--- src/rtl/dmux_ram8_if.sv ---
// Bus bundle for the 8-word demux RAM: write/read port, clear request and status.
interface dmux_ram8_if #(
    parameter int WIDTH = 16
);
    logic [WIDTH-1:0] in;
    logic             load;
    logic [2:0]       address;
    logic             clr;
    logic [WIDTH-1:0] out;
    logic             busy;
    logic [7:0]       written;

    modport master (
        output in, load, address, clr,
        input  out, busy, written
    );

    modport slave (
        input  in, load, address, clr,
        output out, busy, written
    );
endinterface

--- src/rtl/dmux_ram8.sv ---
// Eight-word register file with a 1-to-8 write demux, combinational read and
// an eight-cycle clear sweep that zeroes one word per clock.
module dmux_ram8 #(
    parameter int WIDTH = 16,
    parameter int DEPTH = 8
) (
    input  logic        clk,
    input  logic        reset,
    dmux_ram8_if.slave  bus
);
    typedef enum logic {IDLE, CLEAR} state_t;

    state_t           state;
    state_t           state_next;
    logic [2:0]       ptr;
    logic [WIDTH-1:0] mem [DEPTH];
    logic [DEPTH-1:0] written_q;
    logic [DEPTH-1:0] load_vec;
    logic             start_sweep;

    // A clear request beats a simultaneous write; writes are only decoded in IDLE.
    always_comb begin
        state_next  = state;
        start_sweep = 1'b0;
        load_vec    = '0;
        case (state)
            IDLE: begin
                if (bus.clr) begin
                    state_next  = CLEAR;
                    start_sweep = 1'b1;
                end else if (bus.load) begin
                    load_vec = DEPTH'(1) << bus.address;
                end
            end
            CLEAR: begin
                if (ptr == 3'd7) begin
                    state_next = IDLE;
                end
            end
            default: state_next = IDLE;
        endcase
    end

    always_ff @(posedge clk) begin
        if (reset) begin
            state     <= IDLE;
            ptr       <= '0;
            written_q <= '0;
            for (int i = 0; i < DEPTH; i++) begin
                mem[i] <= '0;
            end
        end else begin
            state <= state_next;
            if (start_sweep) begin
                ptr <= '0;
            end else if (state == CLEAR) begin
                mem[ptr]       <= '0;
                written_q[ptr] <= 1'b0;
                ptr            <= ptr + 3'd1;
            end
            for (int i = 0; i < DEPTH; i++) begin
                if (load_vec[i]) begin
                    mem[i]       <= bus.in;
                    written_q[i] <= 1'b1;
                end
            end
        end
    end

    assign bus.out     = mem[bus.address];
    assign bus.busy    = (state == CLEAR);
    assign bus.written = written_q;
endmodule

--- src/flat_wrapper.sv ---
// flat-port wrapper written by rule: the top's interface ports become plain ports
module dmux_ram8_flat 
#(
    parameter int WIDTH = 16,
    parameter int DEPTH = 8
)
  (clk, reset, bus_in, bus_load, bus_address, bus_clr, bus_out, bus_busy, bus_written);
  dmux_ram8_if #(.WIDTH(WIDTH)) bus_i ();
  input  logic clk;
  input  logic reset;
  input wire logic [$bits(bus_i.in)-1:0] bus_in;
  input wire logic [$bits(bus_i.load)-1:0] bus_load;
  input wire logic [$bits(bus_i.address)-1:0] bus_address;
  input wire logic [$bits(bus_i.clr)-1:0] bus_clr;
  output wire logic [$bits(bus_i.out)-1:0] bus_out;
  output wire logic [$bits(bus_i.busy)-1:0] bus_busy;
  output wire logic [$bits(bus_i.written)-1:0] bus_written;
  assign bus_i.in = bus_in;
  assign bus_i.load = bus_load;
  assign bus_i.address = bus_address;
  assign bus_i.clr = bus_clr;
  assign bus_out = bus_i.out;
  assign bus_busy = bus_i.busy;
  assign bus_written = bus_i.written;
  dmux_ram8 #(.WIDTH(WIDTH), .DEPTH(DEPTH)) u_core (.clk(clk), .reset(reset), .bus(bus_i));
endmodule
--- config.mk ---
export PLATFORM = sky130hd
export DESIGN_NAME = dmux_ram8_flat
export DESIGN_NICKNAME = d
export VERILOG_FILES = /design/src/rtl/dmux_ram8_if.sv /design/src/rtl/dmux_ram8.sv /design/src/flat_wrapper.sv
export SDC_FILE = /design/constraint.sdc
export NUM_CORES = 1
export LEC_CHECK = 0
export CAP_MARGIN = 20
export CORE_AREA = 2 2 120 122
export CTS_CLUSTER_SIZE = 20
export DETAILED_ROUTE_END_ITERATION = 7
export DIE_AREA = 0 0 122 124
export PLACE_DENSITY = 0.71
export SYNTH_ARGS = -nofsm -noshare
export SYNTH_HDL_FRONTEND = slang
export SYNTH_SLANG_ARGS = --single-unit
--- constraint.sdc ---
create_clock -name clk -period 2.3 [get_ports clk]
set_clock_uncertainty 0.05 [all_clocks]
set_input_delay 0.23 -clock clk [delete_from_list [all_inputs] [get_ports clk]]
set_output_delay 0.23 -clock clk [all_outputs]
set_load 0.01 [all_outputs]
# After elaboration in Yosys (flattened, before gate mapping)
# Memory sizes are Yosys's and may differ from the RTL's.
# Cells that the tools add are included.
[totals]
register_bits = 12
latchBits = 0
ramBits = 128
romBits = 0
elab_cells = 114
memories = 1
[memory_table]
columns = ["memory", "words", "width", "read_ports", "rd_ports_with_merged_regs", "write_ports", "line", "text"]
rows = [
  ["u_core.mem", 8, 16, 1, 0, 8, "dmux_ram8.sv:16", "logic [WIDTH-1:0] mem [DEPTH];"],
]
[classes]
addsub = 1
multipliers = 0
n_div = 0
magnitude_cmp = 2
eq_ne = 9
n_shift = 1
muxes = 60
bitwise = 11
reduce_logical = 19
[op_table]
columns = ["cell", "count"]
rows = [
  ["$mux W16", 9],
  ["$mux W1", 43],
  ["$mux W8", 5],
  ["$ne A2 B1 Y1 const B", 8],
  ["$reduce_and A2 Y1", 8],
  ["$reduce_bool A2 Y1", 8],
  ["$reduce_or A16 Y1", 1],
  ["$and A8 B8 Y8", 1],
  ["$not A8 Y8", 1],
  ["$or A1 B1 Y1", 8],
  ["$shl A1 B3 Y8 const A", 1],
  ["$lt A3 B4 Y1 const B", 1],
  ["$add A3 B1 Y3 const B", 1],
  ["$demux W1 S3", 1],
  ["$eq A3 B3 Y1 const B", 1],
  ["$ge A3 B1 Y1 const B", 1],
  ["$mux W3", 1],
  ["$pmux W1 S2", 1],
  ["$reduce_or A2 Y1", 1],
  ["$logic_and A1 B1 Y1", 1],
  ["$not A1 Y1", 1],
]

# Logic depth before layout (Yosys ltp)
# Gate-level depths: netlist (run 1).
[logic_depth]
depth_word = 9
ltp_mapped = 6
ltp_nobuf = 4

# Least setup slack after synthesis (run 1)
# No wires, ideal clock.
[synth_path]
kind = "input -> output"
startpoint = "input bus_address[1]"
endpoint = "output bus_out[6]"
t_arrival_ns = 1.329
required_time_ns = 2.020
slack_ns = 0.691
stages = 4
path_cell_list = "buf_6 -> buf_6 -> mux4_1 -> mux2_2"
[synth_between]
elab_chain_cells = 1
[synth_lines]
columns = ["item", "line", "text"]
rows = [
  ["start: declaration", "flat_wrapper.sv:13", "input wire logic [$bits(bus_i.address)-1:0] bus_address;"],
  ["$mem_v2 Z8 W16", "n/a", ""],
  ["end: declaration", "flat_wrapper.sv:15", "output wire logic [$bits(bus_i.out)-1:0] bus_out;"],
]
# No other way between the ends.

# Final worst setup path (run 1)
[layout_path]
startpoint = "memory u_core.mem[6][12]"
endpoint = "output bus_out[12]"
[layout_between]
elab_chain_cells = 1
[layout_lines]
columns = ["item", "line"]
rows = [
  ["start: declaration", "dmux_ram8.sv:16"],
  ["$mem_v2 Z8 W16", "n/a"],
]
# No other way between the ends.

==> impl_metrics.yaml, run 1 <==
die:
  dieArea_mm2: 0.0151
  rows: 43
  ioPinCount: 48
  die_y_um: 124
  start_util_pct: 48.7
  core_area_mm2: 0.0137
  die_width_um: 122
sta:
  max-slew-margin-rel_pct: 35.7
  tightest_slew_ns: 0.964
  setup_viol: 0
  period_share_pct: 97.6
  fmax_mhz: 446
  drv_slew: 0
  rsz0062_at_grt: "false"
  period_minus_slack_ns: 2.24
  finalSetupTns_ns: 0
  hold_viol: 0
worst_setup_path:
  cp_data_required_time_ns: 2.02
  start_kind: "flop"
  crit_path_max_fanout: 2
  cp-end-kind: "output port"
  r2r_cells: 3
  cp-startpoint: "u_core.mem[6][12]"
  worstSetupPathType: "flop to output port"
  worstPathArrival_ns: 1.96
  timing.rr.start: "u_core.bus.busy"
clock_network:
  cts_hold_buffers: 0
  path_clk_slew_ns: 0.06
  cts_htree_levels: 4
  cts_sinks: 140
  cts_buffers: 17
  root_buffer: "clkbuf_16"
  cts_tree: "yes"
  ctsLongestPathBuffers: 2
  clock_latency_ns: 0.42
min_path:
  holdPathStages: 5
  min_from: "bus_address[1]"
  min_path_type: "primary input to flop"
finish:
  drive_above_1_share_pct: 13.4
  utilization_pct: 58.3
  final-instance-count-excl-fill: 931
  area_delta_synth_final_pct: 19.7
  n_antenna_cell: 0
  fin_area_mm2: 0.00799
  fin_nets: 763
routing:
  drtAntennaViolNets: 0
  dr_total_vias: 6192
  drtIter0Drc: 911
  via_per_inst: 6.65
  drc: 0
  wirelength_um: 20900
  wl_per_cell_um: 22.4
  drt_first_pass_iters: 6
global_route:
  grt_pass1_wl_um: 32700
  grt_pass1_vias: 6007
  antenna_found_initial: 0
  grt-ovfl-total: 0
  grt_max_degree: 67
  grt_usage_pct: 28.6
synthesis:
  synth_most_common_cell: "dfxtp_1"
  synthCells: 734
  synth_area_per_cell_um2: 9.10
  synth_top_cell_by_area: "dfxtp_1"
  synth_nets: 759
  synth_area_mm2: 0.00668
  ys_types: 40
  yosys_warnings: 0
  synth_commonest_cells: "dfxtp_1, a21oi_1, nand3_1, o21ai_0, clkbuf_1"
  ys.flop_type: "dfxtp_1"
  ys_seq_area_share_pct: 42.0
  synth.area.top_cells: "dfxtp_1, a21oi_1, nand3_1, mux4_1, o21ai_0"
  async_reset_ff_share_pct: 0
  synth_edf_count: 0
  synth_top_area_share_pct: 42.0
  ys_ff_latch: 140
placement:
  place_inst: 898
  place_congestion: 0.854
  io_buffers: 47
  place_hpwl_um: 11600
  dpl-instance-area_mm2: 0.00722
outcome:
  outcome: "finished, final reports clean"
pwr:
  power.leakage_nw: 2.97
  ir_drop_mv: 0.601
  power.density_mw_per_mm2: 794
flow_run:
  maxCapViolCount: 0
==> cells in the final DEF (no fill, tap or decap), types with 3 or more instances in the layout <==
master             n
dfxtp_1          140
a21oi_1          132
nand3_1          129
o21ai_0          107
clkdlybuf4s50_1   30
buf_4             28
mux4_1            23
o21ai_1           21
clkbuf_16         17
mux2_2            16
dlymetal6s2s_1    11
mux4_2             9
nor2_1             8
bufinv_16          8
buf_12             8
nand2_1            6
inv_1              5
a22oi_1            4
dlygate4sd2_1      4
nand4b_1           3
nor3b_1            3
o22ai_1            3
and2_1             3
==> cells by family after synthesis <==
kind of cell,synth area share (%)
AO/OA/AOI/OAI,20.6
AND/OR/NAND/NOR,13.8
flip-flops,42.0
buffers and inverters,8.41
multiplexers,14.8
adder cells (fa/ha/maj),0.375
==> final timing paths <==
check                               end  slack, ns
hold reg to reg        u_core.mem[2][6]       0.42
hold / removal    u_core.bus.written[4]       0.34
setup / recovery            bus_out[12]       0.06
setup reg to reg      u_core.mem[1][13]       0.35
==> routing by layer <==
metal | GRT usage (%) | wire length (um)
met1 | 35.9 | 8070
met3 | 8.79 | 2250
met4 | 12.0 | 604
met5 | 0 | 0
met2 | 45.9 | 9950
==> power by group <==
part / total (W) / switching, W / internal, W
logic: 0.000517 / 0.000341 / 0.000176
registers: 0.00247 / 0.0000216 / 0.00245
clock network: 0.00335 / 0.00104 / 0.00231
total: 0.00634 / 0.00141 / 0.00494
==> through the flow <==
step                hold slack (ns)  power, W  worst slack, ns
global route                  0.376   0.00649          0.00767
detailed placement            0.414   0.00302          -0.0659
floorplan                     0.352   0.00283            0.691
global placement              0.406   0.00301          -0.0590
CTS                           0.333   0.00635         0.000448
finish                        0.344   0.00634           0.0555
==> repair_timing <==
item                       4_1_cts  5_1_grt
resized for setup                5       12
setup endpoints to repair       16       11
cloned                           1        0
setup buffers                    0        0
==> flip-flops by register name, summed over array words and instances (netlist names) <==
signal              count
u_core.mem            128
u_core.bus.busy         1
u_core.bus.written      8
u_core.ptr              3
==> worst max-delay path, stage by stage (launching register included) <==
cell and delay, ns:
dfxtp_1 0.33, mux4_1 0.46, mux2_2 0.27, clkdlybuf4s50_1 0.47
==> layout make-up <==
class	count	area, um2
clock inverter	11	262
tap	180	225
clock buffer	21	460
multi-input combinational	490	3330
inverter	5	18.8
timing repair buffer	84	891
fill	1155	5730
sequential	140	2800
Power figures use the tool's default switching activity.
==> inputs of run 2 (changes only) <==
Settings changed: CORE_AREA 2 2 120 122 to 2 2 114 116, DIE_AREA 0 0 122 124 to 0 0 116 118, PLACE_DENSITY 0.71 to 0.77, SLEW_MARGIN set to 0.
==> run 2 against run 1 <==
Compared with the run above: critical path depth stayed put; count of clock-buffer cells in the layout rose by 5; maximum frequency decreased by 0.90%; cell area shrank 1.4%; routed wire length decreased by 2.3%; register-to-register slack worse by 0.21 ns; combinational power is essentially flat; power shrank 8.3%; die area is 9.5% lower; utilization up 5.2 points; cell count down 0.43%; via count increased by 0.92%; largest power group unchanged; highest routed layer unchanged.
==> impl_metrics.yaml, run 2 (synthesis gave the netlist of run 1 again) <==
sta:
  period_share_pct: 98.5
  rsz0062_at_grt: "false"
  max-slew-margin-rel_pct: 35.6
  setup_viol: 0
  tightest_slew_ns: 0.966
  hold_viol: 0
  fmax_mhz: 442
  finalSetupTns_ns: 0
  drv_slew: 0
  period_minus_slack_ns: 2.26
pwr:
  p_total_w: 0.00582
  power.leakage_nw: 2.88
  power.density_mw_per_mm2: 738
  ir_drop_mv: 0.453
min_path:
  min_from: "bus_address[1]"
  min_path_type: "primary input to flop"
  holdPathStages: 5
  hold_end: "u_core.bus.written[4]"
worst_setup_path:
  timing.reg2reg.setup_slack_ns: 0.14
  crit_path_max_fanout: 2
  timing.rr.start: "u_core.ptr[1]"
  slowest_delay_ns: 0.50
  worstPathArrival_ns: 1.98
  cp-end-kind: "output port"
  crit_path_cell_trace: "mux4_1 -> mux2_2 -> clkdlybuf4s50_1"
  cp_data_required_time_ns: 2.02
  worstSetupPathType: "flop to output port"
  path_delay_family: "multiplexers"
  worstReg2RegEnd: "u_core.mem[2][15]"
  start_kind: "flop"
  crit_buf_inv: 1
  cp.depth: 3
  cp_slowest_cell: "mux4_1"
  r2r_cells: 3
placement:
  place_congestion: 0.863
  dpl-instance-area_mm2: 0.00721
  place_hpwl_um: 11700
  place_inst: 890
  io_buffers: 47
clock_network:
  root_buffer: "clkbuf_16"
  path_clk_slew_ns: 0.06
  ctsLongestPathBuffers: 2
  cts_sinks: 140
  clock_latency_ns: 0.42
  cts_hold_buffers: 0
  cts_tree: "yes"
  cts_buffers: 17
  cts_htree_levels: 4
die:
  dieArea_mm2: 0.0137
  die_y_um: 118
  die_width_um: 116
  core_area_mm2: 0.0124
  rows: 41
  start_util_pct: 53.8
  ioPinCount: 48
routing:
  wirelength_um: 20400
  wl_per_cell_um: 22.0
  drc: 0
  drtIter0Drc: 1035
  dr_total_vias: 6249
  drtAntennaViolNets: 0
  via_per_inst: 6.74
  drt_first_pass_iters: 5
finish:
  top_register: "u_core.mem"
  mostFrequentLayoutCell: "dfxtp_1"
  fin_nets: 767
  final_cell_mix: "dfxtp_1, a21oi_1, nand3_1"
  n_antenna_cell: 0
  drive_above_1_share_pct: 13.5
  fin_area_mm2: 0.00788
  final-instance-count-excl-fill: 927
  largest_reg_flops: 128
  area_delta_synth_final_pct: 18.0
outcome:
  outcome: "finished, final reports clean"
global_route:
  antenna_found_initial: 0
  grt_pass1_vias: 5999
  grt_pass1_wl_um: 31000
  grt_usage_pct: 29.7
  grt_max_degree: 67
  grt-ovfl-total: 0
flow_run:
  maxCapViolCount: 0
run 2: what timing repair did:
| item | 4_1_cts | 5_1_grt |
|---|---|---|
| endpoints found under the setup margin | 16 | 8 |
| gates cloned | 1 | 0 |
| buffers inserted | 0 | 4 |
| resized for setup | 8 | 7 |
run 2: final cells by class:
type                       instances  area, um2
fill                            1035       4530
tap                              172        215
timing repair buffer              88        906
clock inverter                     6        108
clock buffer                      26        499
inverter                           5       18.8
multi-input combinational        490       3330
sequential                       140       2800
run 2: layer usage:
metal	vias to the layer above	global-route usage, %	part of all wire (%)
met2	436	48.3	48
met1	3019	36.3	37
li1	2722	-	-
met4	0	13.5	3.5
met3	72	8.14	11
met5	-	0	0
run 2: power by group:
group          internal, W  switching, W
Sequential         0.00245     0.0000209
Combinational     0.000180      0.000340
Clock              0.00182       0.00101
Total              0.00445       0.00137
run 2: tightest hold or removal path: stages:
cell and delay, ns:
buf_2 0.22, buf_4 0.18, nor3_4 0.07, nand2_1 0.07
a21oi_1 0.05
run 2: worst max-delay path by stage:
stage | startpoint | to | slack [ns]
after floorplan | bus_address[1] | bus_out[6] | 0.69
after global placement | bus_address[2] | bus_out[2] | -0.05
after detailed placement | bus_address[2] | bus_out[5] | -0.08
after CTS | u_core.mem[2][1] | bus_out[1] | 0.009
after global routing | u_core.mem[3][10] | bus_out[10] | 0.0003
final | u_core.mem[3][10] | bus_out[10] | 0.04
run 2: per-stage QoR:
| step | util, % | setup WS, ns | hold slack (ns) |
|---|---|---|---|
| finish | 63.5 | 0.0351 | 0.418 |
| global route | 63.5 | 0.000334 | 0.441 |
| CTS | 63.1 | 0.00895 | 0.381 |
| detailed placement | 58.0 | -0.0762 | 0.414 |
| global placement | 58.0 | -0.0505 | 0.407 |
| floorplan | - | 0.691 | 0.352 |
==> inputs of run 3 (changes only) <==
Settings changed: ABC_AREA set to 0, CTS_CLUSTER_SIZE 20 to 25.
==> results of run 3 <==
Same layout as run 2: the final DEF is identical, and so are final timing and power.
